### src/rtl/ps2_key_event_ctrl.sv
// ps2_key_event_ctrl
// Takes {expand,break,code} events from the PS/2 receiver and filters typematic
// auto-repeat. Accepted events are queued in a small FIFO that the CPU reads
// over MMIO. The block also derives the flap pulse, flap held and pause toggle
// game controls.
module ps2_key_event_ctrl #(
    parameter int       DEPTH     = 8,
    parameter int       AW        = 3,
    parameter bit [7:0] KEY_FLAP  = 8'h29,
    parameter bit [7:0] KEY_PAUSE = 8'h4D
) (
    input  logic          clk,
    input  logic          rst,
    input  logic [9:0]    kb_data,
    input  logic          kb_ready,
    input  logic          filt_en,
    input  logic          rd_en,
    input  logic          ovf_clr,
    output logic [9:0]    ev_data,
    output logic          ev_valid,
    output logic [AW:0]   ev_count,
    output logic          overflow,
    output logic          flap_pulse,
    output logic          flap_held,
    output logic          pause_state
);

    localparam logic [AW:0] FULL_CNT  = DEPTH[AW:0];
    localparam logic [8:0]  FLAP_KEY  = {1'b0, KEY_FLAP};
    localparam logic [8:0]  PAUSE_KEY = {1'b0, KEY_PAUSE};

    logic [9:0]    mem [DEPTH];
    logic [AW-1:0] wr_ptr;
    logic [AW-1:0] rd_ptr;
    logic [AW:0]   count;

    // Last accepted make, used to recognise auto-repeat of a held key.
    logic          lm_v;
    logic [8:0]    lm_key;

    logic          make;
    logic [8:0]    key;
    logic          is_repeat;
    logic          accept;
    logic          full;
    logic          push;
    logic          pop;
    logic          drop;

    // Classify the incoming event and decide the FIFO push, pop and drop.
    always_comb begin
        make      = ~kb_data[8];
        key       = {kb_data[9], kb_data[7:0]};
        is_repeat = make & lm_v & (key == lm_key) & filt_en;
        accept    = kb_ready & ~is_repeat;
        full      = (count == FULL_CNT);
        pop       = rd_en & (count != '0);
        // When full, a same-cycle pop frees the slot that the push needs.
        push      = accept & (~full | rd_en);
        drop      = accept & full & ~rd_en;
    end

    // FIFO storage holds data only. The pointers and count decide what is valid.
    always_ff @(posedge clk) begin
        if (push) begin
            mem[wr_ptr] <= kb_data;
        end
    end

    // Control state: pointers, count, overflow sticky, last-make tracking and game outputs.
    always_ff @(posedge clk) begin
        if (rst) begin
            wr_ptr      <= '0;
            rd_ptr      <= '0;
            count       <= '0;
            overflow    <= 1'b0;
            lm_v        <= 1'b0;
            lm_key      <= '0;
            flap_pulse  <= 1'b0;
            flap_held   <= 1'b0;
            pause_state <= 1'b0;
        end else begin
            if (push) begin
                wr_ptr <= wr_ptr + 1'b1;
            end
            if (pop) begin
                rd_ptr <= rd_ptr + 1'b1;
            end
            count <= count + {{AW{1'b0}}, push} - {{AW{1'b0}}, pop};

            // A set has priority over a clear in the same cycle.
            if (drop) begin
                overflow <= 1'b1;
            end else if (ovf_clr) begin
                overflow <= 1'b0;
            end

            if (accept && make) begin
                lm_v   <= 1'b1;
                lm_key <= key;
            end else if (kb_ready && !make && (key == lm_key)) begin
                lm_v   <= 1'b0;
            end

            // Game controls follow accepted events, whether or not the FIFO had room.
            flap_pulse <= accept & make & (key == FLAP_KEY);
            if (accept && make && (key == FLAP_KEY)) begin
                flap_held <= 1'b1;
            end else if (kb_ready && !make && (key == FLAP_KEY)) begin
                flap_held <= 1'b0;
            end
            if (accept && make && (key == PAUSE_KEY)) begin
                pause_state <= ~pause_state;
            end
        end
    end

    // The head entry is visible combinationally and reads as zero when the FIFO is empty.
    always_comb begin
        ev_valid = (count != '0);
        ev_count = count;
        ev_data  = ev_valid ? mem[rd_ptr] : 10'd0;
    end

endmodule
### config.mk
export PLATFORM = sky130hd
export DESIGN_NAME = ps2_key_event_ctrl
export DESIGN_NICKNAME = d
export VERILOG_FILES = /design/src/rtl/ps2_key_event_ctrl.sv
export SDC_FILE = /design/constraint.sdc
export NUM_CORES = 1
export LEC_CHECK = 0
export BUFFER_PORTS_ARGS = -buffer_cell sky130_fd_sc_hd__buf_2
export CAP_MARGIN = 20
export CORE_ASPECT_RATIO = 0.9
export CORE_UTILIZATION = 53
export CTS_CLUSTER_DIAMETER = 40
export DETAILED_ROUTE_END_ITERATION = 10
export GPL_ROUTABILITY_DRIVEN = 0
export PLACE_DENSITY = 0.75
export SYNTH_ARGS = -nofsm -noshare
export SYNTH_HDL_FRONTEND = slang
export SYNTH_SLANG_ARGS = --single-unit
### constraint.sdc
create_clock -name clk -period 3.2 [get_ports clk]
set_clock_uncertainty 0.1 [all_clocks]
set_input_delay 0.64 -clock clk [delete_from_list [all_inputs] [get_ports clk]]
set_output_delay 0.64 -clock clk [all_outputs]
set_load 0.005 [all_outputs]
==> results of run 1 <==
[power breakdown]
part | total [mW] | internal, mW | switching [mW]
Clock | 0.746 | 0.287 | 0.459
Combinational | 0.857 | 0.437 | 0.420
Sequential | 1.63 | 1.58 | 0.0544
Total | 3.23 | 2.30 | 0.933
[cell usage after synthesis, types with 2 or more instances]
library cell | n | area (um2)
dfxtp_1 | 27 | 541
nor2b_1 | 3 | 18.8
ha_1 | 8 | 100
buf_6 | 2 | 22.5
nor4b_1 | 6 | 52.6
xor2_1 | 3 | 26.3
a21oi_2 | 6 | 52.6
nor3_1 | 3 | 15.0
o21ai_0 | 4 | 20.0
o21ai_1 | 3 | 15.0
o31ai_1 | 2 | 15.0
buf_2 | 4 | 20.0
nand2_1 | 4 | 15.0
xnor2_1 | 8 | 70.1
or4_1 | 2 | 15.0
a21oi_1 | 10 | 50.1
nor4_1 | 2 | 12.5
edfxtp_1 | 80 | 2400
nor2_1 | 18 | 67.6
or3_1 | 2 | 12.5
nand3b_1 | 2 | 15.0
clkbuf_1 | 8 | 30.0
mux4_2 | 20 | 450
inv_1 | 10 | 37.5
nand2b_1 | 3 | 18.8
o21ai_2 | 4 | 35.0
mux2i_1 | 11 | 110
or3b_2 | 8 | 70.1
[cell type report]
class / count / area share [%]
Clock buffer: 9 / 2.44
Clock inverter: 7 / 1.01
Inverter: 11 / 0.814
Multi-Input combinational cell: 149 / 28.8
Sequential cell: 107 / 58.0
Tap cell: 99 / 2.44
Timing Repair Buffer: 55 / 6.46
[critical path, cell delays in order, from the launching register on]
cell and delay [ns]:
dfxtp_1 0.35, inv_1 0.08, ha_1 0.19, nor4b_1 0.15, nand2b_1 0.25, or2_2 0.35
ha_1 0.29, inv_1 0.06, ha_1 0.15, inv_1 0.05, fa_1 0.37, xor2_1 0.14
nor2_1 0.05
[routing by layer]
layer  global-route usage [%]  up-vias
met5                        0        -
met4                     6.02        0
met3                     3.60        9
met2                     32.2       62
met1                     29.2     1209
li1                         -     1183
[metrics by stage]
step	hold WS (ns)	power [mW]	instance area, um2	util (%)	std cells
final	0.373	3.23	5070	62.3	437
after CTS	0.374	3.26	5070	62.3	437
after floorplan	0.343	2.23	4500	-	283
after global routing	0.416	3.42	5070	62.3	437
after detailed placement	0.355	2.53	4900	60.1	421
after global placement	0.352	2.50	4900	60.1	421
[cells by family (layout without fill, tap and decap cells)]
kind of cell	after synthesis	after routing	share of synthesized area, %
AO/OA/AOI/OAI	36	36	5.42
XOR/XNOR	11	11	2.14
adder cells (fa/ha/maj)	9	9	2.67
buffers and inverters	27	82	3.06
flip-flops	107	107	65.4
multiplexers	31	31	12.5
AND/OR/NAND/NOR	62	62	8.84
[path summary, 6_finish.rpt]
path	cells after the start	end	slack (ns)
min	2	lm_v	0.37
max	12	ev_count[2]	0.49
min reg2reg	2	lm_v	0.37
max reg2reg	12	ev_count[2]	0.49
[registers in the layout, summed over array words and instances, names as in the netlist, 3 cells and up, named ones only]
| register | cells |
|---|---|
| rd_ptr | 3 |
| ev_count | 4 |
| mem | 80 |
| wr_ptr | 3 |
| lm_key | 9 |
==> run metrics, run 1 <==
FF-to-FF Start ev_count[2]; Initial Util 55.2%; Synth Flop Type edfxtp_1; RSZ-0062 raised after global routing no; Hold Buf Count CTS 0; routed wl met3 370 um; largest net degree at the start of global routing 30; period utilization 84.7%; vias in the first global route 2,416; row count 31; Reg area 0.00294 mm2; Worst setup SP type register; CTS H-tree lvls 3; Hold Fails Final Rpt 0; Clock Root Buffer clkbuf_8; WP data required 3.34 ns; IO Count 35; Final ANT Viol Nets 0; outcome finished, final reports clean; Final min period 2.71 ns; clock sink total 107; worst min-delay path class register to register; final setup margin 0.490 ns; number of fill cells in the layout 622; DR WL/cell 18.8 um; maxcap violations 0; Mapped Nets 308; setup_tns 0 ns; Slew HR 49.4%; CTS tree done; Met2 Wirelength 3680 um; CTS resizes 0; f_max 369 MHz; worst slew pin tran 0.759 ns; Yosys warning total 0; kind of critical path register to register; final setup fails 0; via count 2,463; gr usage total 20.3%; antenna violations before repair 0; grt total ovfl 0; clock-pin slew on the worst setup and hold paths 0.10 ns; Static Leak 1.72 nW; Setup Buffers After CTS 0; register bit total from synthesis 107; Die Width 99.1 um; proportion of layout cells with a drive suffix above 1 35.2%; layout overhead on the synthesized area 12.7%; multi-input logic area 0.00146 mm2; Final Max Tran Viols 0; DRC viols 0; most frequent cells in the layout edfxtp_1, buf_2, dfxtp_1, buf_4, mux4_2; detailed placer's ending HPWL 5620 um; Mapped Area 0.00450 mm2; EDFF count, synth 80; drt pass-1 iters 4; CP max FO 7; Final nets 358; Critical Path End Type register; worst skew pair latency 0.36 ns; Mean Syn Cell Area 15.9 um2; met1 wire length 4100 um; crit path launch ev_count[2]; Critical Path AT 2.85 ns; die area 0.00886 mm2; Via-to-Cell Ratio 5.64; Synth async-reset ratio 0%; min-delay src lm_v; CTS Buf Count 9; Initial DRC Count 162; DR top layer met4; Cells after Synth 283; I/O Buffers 34; Die H 89.4 um; CTS max path bufs 2; Placeable Area 0.00815 mm2; Power Density 637 mW/mm2; register area share after synthesis 65.4%; global-route wire length before repair 13,000 um; most common cell after layout, fill and taps aside edfxtp_1; peak supply drop 0.402 mV; final WL 8230 um; ANT cells 0; synth unique cells 48; post-place setup slack 0.198 ns
Power figures use the tool's default switching activity.
==> run 2, diff against run 1 <==
- CORE_UTILIZATION: 53 -> 55
- PLACE_DENSITY: 0.75 -> 0.74
- clock period: 3.2 -> 2.8 ns (I/O delays scaled with it)
==> run metrics, run 2 (synthesized netlist as in run 1, its figures left out) <==
global-route wire length before repair 13,000 um (about the same); Worst setup SP type register (unchanged); Gate power share 26.3% (was 26.5%); Die H 87.8 um (was 89.4 um); reg2reg setup slack 0.19 ns (was 0.49 ns); Hold Buf Count CTS 0 (unchanged); ANT cells 0 (unchanged); Slew HR 51.1% (was 49.4%); I/O Buffers 34 (unchanged); peak supply drop 0.348 mV (was 0.402 mV); largest net degree at the start of global routing 30 (unchanged); Die Width 97.3 um (was 99.1 um); crit path launch ev_count[2] (unchanged); Post-Layout Inst Area 0.00518 mm2 (was 0.00507 mm2); Placement Cell Area 0.00496 mm2 (was 0.00490 mm2); Initial Util 58.2% (was 55.2%); final WL 8090 um (was 8230 um); drt pass-1 iters 4 (unchanged); worst skew pair latency 0.36 ns (about the same); gr usage total 20.8% (was 20.3%); Worst Setup EP ev_count[2] (unchanged); Final nets 367 (was 358); via count 2,518 (was 2,463); DR WL/cell 18.3 um (was 18.8 um); worst slew pin tran 0.733 ns (was 0.759 ns); Worst Hold Path Cells 3 (was 2); layout overhead on the synthesized area 15.1% (was 12.7%); maxcap violations 0 (unchanged); Placeable Area 0.00773 mm2 (was 0.00815 mm2); CTS max path bufs 2 (unchanged); die area 0.00855 mm2 (was 0.00886 mm2); Hold Fails Final Rpt 0 (unchanged); Final min period 2.61 ns (was 2.71 ns); sw frac 27.5% (was 28.9%); Via-to-Cell Ratio 5.68 (was 5.64); outcome finished, final reports clean (unchanged); IO Count 35 (unchanged); most frequent cells in the layout edfxtp_1, buf_2, buf_4, dfxtp_1, mux4_2 (was edfxtp_1, buf_2, dfxtp_1, buf_4, mux4_2); RSZ-0062 raised after global routing no (unchanged); Power Density 739 mW/mm2 (was 637 mW/mm2); CTS Buf Count 9 (unchanged); sequential power share 48.5% (was 50.4%); Final Max Tran Viols 0 (unchanged); Initial DRC Count 110 (was 162); antenna violations before repair 0 (unchanged); CP max FO 3 (was 7); Setup Buffers After CTS 0 (unchanged); largest register by flop count mem (unchanged); worst r2r dst ev_count[2] (unchanged); row count 30 (was 31); Critical Path End Type register (unchanged); f_max 383 MHz (was 369 MHz); clock sink total 107 (unchanged); number of fill cells in the layout 549 (was 622); switching power 1.05 mW (was 0.933 mW); clock-pin slew on the worst setup and hold paths 0.09 ns (was 0.10 ns); Critical Path AT 2.75 ns (was 2.85 ns); final setup fails 0 (unchanged); multi-input logic area 0.00146 mm2 (about the same); vias in the first global route 2,487 (was 2,416); CTS resizes 0 (unchanged); CTS tree done (unchanged); Pint 2.77 mW (was 2.30 mW); path depth of the worst reg2reg path 13 (was 12); CTS H-tree lvls 3 (unchanged); Reg area 0.00294 mm2 (unchanged); proportion of layout cells with a drive suffix above 1 37.2% (was 35.2%); worst min-delay path class primary input to register (was register to register); detailed placer's ending HPWL 5420 um (was 5620 um); Final ANT Viol Nets 0 (unchanged); Static Leak 1.78 nW (was 1.72 nW); WP data required 2.94 ns (was 3.34 ns); DRC viols 0 (unchanged); kind of critical path register to register (unchanged); Clock Power Share 25.3% (was 23.1%); Clock Root Buffer clkbuf_8 (unchanged); grt total ovfl 0 (unchanged); most common cell after layout, fill and taps aside edfxtp_1 (unchanged); period utilization 93.2% (was 84.7%); max FFs per register 80 (unchanged); FF-to-FF Start ev_count[2] (unchanged); worst hold margin 0.352 ns (was 0.373 ns)
[run 2: layout make-up]
cell class / count / area share, %
Sequential cell: 107 / 56.8
Multi-Input combinational cell: 149 / 28.3
Clock buffer: 10 / 2.66
Timing Repair Buffer: 64 / 7.71
Clock inverter: 6 / 1.43
Tap cell: 96 / 2.32
Inverter: 11 / 0.797
[run 2: worst max-delay path, stage by stage (launching register included)]
cell and delay, ns:
dfxtp_1 0.34, inv_1 0.07, ha_1 0.20, nor4b_1 0.14, buf_4 0.14, nand2b_1 0.15
or2_4 0.26, ha_1 0.28, inv_1 0.06, ha_1 0.15, inv_1 0.05, fa_1 0.37
xor2_1 0.14, nor2_1 0.05
[run 2: metrics by stage]
step	setup TNS, ns	power [mW]	cells	setup WS, ns	utilization [%]
CTS	0	3.87	443	0.114	66.9
finish	0	3.83	443	0.191	67.0
global placement	-0.123	2.89	427	-0.0677	64.2
floorplan	-9.69	2.55	283	-0.234	-
detailed placement	-0.236	2.91	427	-0.108	64.2
global route	0	4.04	443	0.0157	67.0
[run 2: per-layer routing]
metal	vias up	global-route usage, %	share of wire, %
li1	1206	-	-
met1	1243	27.5	46
met2	58	35.0	48
met3	11	5.67	4.4
met4	0	5.21	1.3
met5	-	0	0
[run 2: how the worst min path moves through the flow]
stage,start,end,slack (ns)
3_5_place_dp,flap_held,flap_held,0.35
6_report,ovf_clr,overflow,0.35
5_1_grt,ovf_clr,overflow,0.36
2_1_floorplan,lm_v,lm_v,0.34
4_1_cts,ovf_clr,overflow,0.34
3_3_place_gp,flap_held,flap_held,0.35
[run 2: power by group through the flow]
stage               logic [mW]  clock network, mW  registers (mW)
floorplan                0.672                  0            1.88
global placement          1.00                  0            1.89
detailed placement        1.02                  0            1.89
CTS                       1.03              0.989            1.85
global route              1.13               1.05            1.87
finish                    1.01              0.966            1.85
==> run 3, diff against run 2 <==
- ABC_AREA: not set -> 1
==> run metrics, run 3 <==
outcome finished, final reports clean (unchanged); Post-Layout Inst Area 0.00508 mm2 (was 0.00518 mm2); Mapped Area 0.00447 mm2 (was 0.00450 mm2); path depth of the worst reg2reg path 18 (was 13); Slew HR 58.0% (was 51.1%); ANT cells 0 (unchanged); Clock Root Buffer clkbuf_8 (unchanged); period utilization 92.2% (was 93.2%); EDFF count, synth 80 (unchanged); non-filler instance count after layout 587 (was 443); proportion of layout cells with a drive suffix above 1 16.5% (was 37.2%); setup_tns 0 ns (unchanged); most instantiated cells after synthesis nor2_1, edfxtp_1, o21ai_0 (was edfxtp_1, dfxtp_1, mux4_2); register area share after synthesis 65.8% (was 65.4%); row count 30 (unchanged); largest register by flop count mem (unchanged); CTS H-tree lvls 3 (unchanged); Placeable Area 0.00769 mm2 (was 0.00773 mm2); final setup margin 0.217 ns (was 0.191 ns); I/O Buffers 34 (unchanged); peak supply drop 0.351 mV (was 0.348 mV); CTS max path bufs 2 (unchanged); Power Density 781 mW/mm2 (was 739 mW/mm2); Critical Path End Type output port (was register); Mapped Nets 458 (was 308); Static Leak 1.99 nW (was 1.78 nW); most frequent cells in the layout nor2_1, edfxtp_1, o21ai_0, nand2_1, inv_1 (was edfxtp_1, buf_2, buf_4, dfxtp_1, mux4_2); worst min-delay path class primary input to register (unchanged); final setup fails 0 (unchanged); maxcap violations 0 (unchanged); clock-pin slew on the worst setup and hold paths 0.09 ns (about the same); most common cell in the netlist nor2_1 (was edfxtp_1); f_max 387 MHz (was 383 MHz); kind of critical path register to output port (was register to register); IO Count 35 (unchanged); number of fill cells in the layout 571 (was 549); cell taking the most area after synthesis edfxtp_1 (unchanged); Critical Path AT 1.92 ns (was 2.75 ns); Final min period 2.58 ns (was 2.61 ns); FF-to-FF Start lm_key[8] (was ev_count[2]); Synth async-reset ratio 0% (unchanged); max FFs per register 80 (unchanged); Reg area 0.00294 mm2 (unchanged); DR WL/cell 16.2 um (was 18.3 um); Mean Syn Cell Area 10.3 um2 (was 15.9 um2); synth unique cells 29 (was 48); Final Max Tran Viols 0 (unchanged); Final ANT Viol Nets 0 (unchanged); DRC viols 0 (unchanged); CTS tree done (unchanged); Initial Util 58.1% (was 58.2%); die area 0.00850 mm2 (was 0.00855 mm2); Hold Buf Count CTS 0 (unchanged); CTS Buf Count 9 (unchanged); multi-input logic area 0.00130 mm2 (was 0.00146 mm2); via count 3,249 (was 2,518); largest cells by area after synthesis edfxtp_1, dfxtp_1, nor2_1 (was edfxtp_1, dfxtp_1, mux4_2); Die H 87.5 um (was 87.8 um); detailed placer's ending HPWL 6330 um (was 5420 um); final WL 9520 um (was 8090 um); post-place setup slack 0.114 ns (was -0.108 ns); min-delay src ovf_clr (unchanged); vias in the first global route 3,037 (was 2,487); most common cell after layout, fill and taps aside nor2_1 (was edfxtp_1); Synth Flop Type edfxtp_1 (unchanged); layout overhead on the synthesized area 13.6% (was 15.1%); clock sink total 107 (unchanged); worst slew pin tran 0.629 ns (was 0.733 ns); RSZ-0062 raised after global routing no (unchanged); Placement Cell Area 0.00488 mm2 (was 0.00496 mm2); Inst Count DP 571 (was 427); Hold Fails Final Rpt 0 (unchanged); Worst Hold End overflow (unchanged); Die Width 97.0 um (was 97.3 um); Initial DRC Count 238 (was 110); antenna violations before repair 0 (unchanged); CP max FO 40 (was 3); register bit total from synthesis 107 (unchanged); Cells after Synth 433 (was 283); Final nets 511 (was 367); worst r2r dst ev_count[3] (was ev_count[2]); WP data required 2.14 ns (was 2.94 ns); Via-to-Cell Ratio 5.53 (was 5.68); grt total ovfl 0 (unchanged); Worst setup SP type register (unchanged); reg2reg setup slack 0.44 ns (was 0.19 ns); largest net degree at the start of global routing 41 (was 30); global-route wire length before repair 15,200 um (was 13,000 um); Synth top area share 53.7% (was 53.4%); Worst Hold Path Cells 4 (was 3); drt pass-1 iters 5 (was 4); gr usage total 23.6% (was 20.8%); Yosys warning total 0 (unchanged); worst skew pair latency 0.36 ns (about the same); Tot Pwr 3.97 mW (was 3.83 mW)
run 3: final cells by class:
| type | instances | area share, % |
|---|---|---|
| inverter | 40 | 3.00 |
| tap | 96 | 2.36 |
| timing repair buffer | 60 | 7.26 |
| clock inverter | 6 | 1.28 |
| clock buffer | 10 | 2.51 |
| sequential | 107 | 57.9 |
| multi-input combinational | 268 | 25.7 |
run 3: critical path, stage by stage (launching register included):
cell     delay [ns]
dfxtp_1        0.40
buf_6          0.31
o21ai_0        0.15
o22ai_1        0.18
o21ai_0        0.11
a31oi_1        0.25
buf_2          0.16
run 3: worst max path at each step:
stage / from / to / slack (ns)
2_1_floorplan: kb_data[9] / ev_count[2] / 0.36
3_5_place_dp: kb_data[3] / ev_count[2] / 0.11
3_3_place_gp: kb_data[3] / ev_count[2] / 0.14
5_1_grt: register / ev_data[7] / 0.03
6_report: register / ev_data[7] / 0.22
4_1_cts: register / ev_data[7] / 0.14
run 3: metal layers:
metal  part of all wire (%)  vias up  track usage (%)
li1                       -     1589                -
met1                     44     1545             32.2
met2                     49      106             39.6
met3                    6.4        9             4.07
met4                    1.1        0             7.19
met5                      0        -                0
run 3: what timing repair did:
action,CTS,global route
setup endpoints to repair,0,1
buffers inserted,0,0
resized for setup,0,3
endpoints found under the hold margin,0,0
run 3: power breakdown:
part           switching, mW  leakage, nW  internal (mW)
combinational          0.716        0.941          0.450
sequential            0.0638        0.948           1.82
clock                  0.506       0.0966          0.416
run 3: stage by stage:
step           utilization, %  hold slack, ns
2_1_floorplan               -           0.333
3_3_place_gp             63.4           0.346
3_5_place_dp             63.4           0.350
4_1_cts                  66.0           0.327
5_1_grt                  66.0           0.377
6_report                 66.0           0.333
run 3: cell families after synthesis:
logic type / share of synthesized area [%]
flops: 65.8
compound gates: 11.2
buf+inv: 5.04
simple gates: 14.7
fa+ha+maj: 2.69
xor+xnor: 0.588
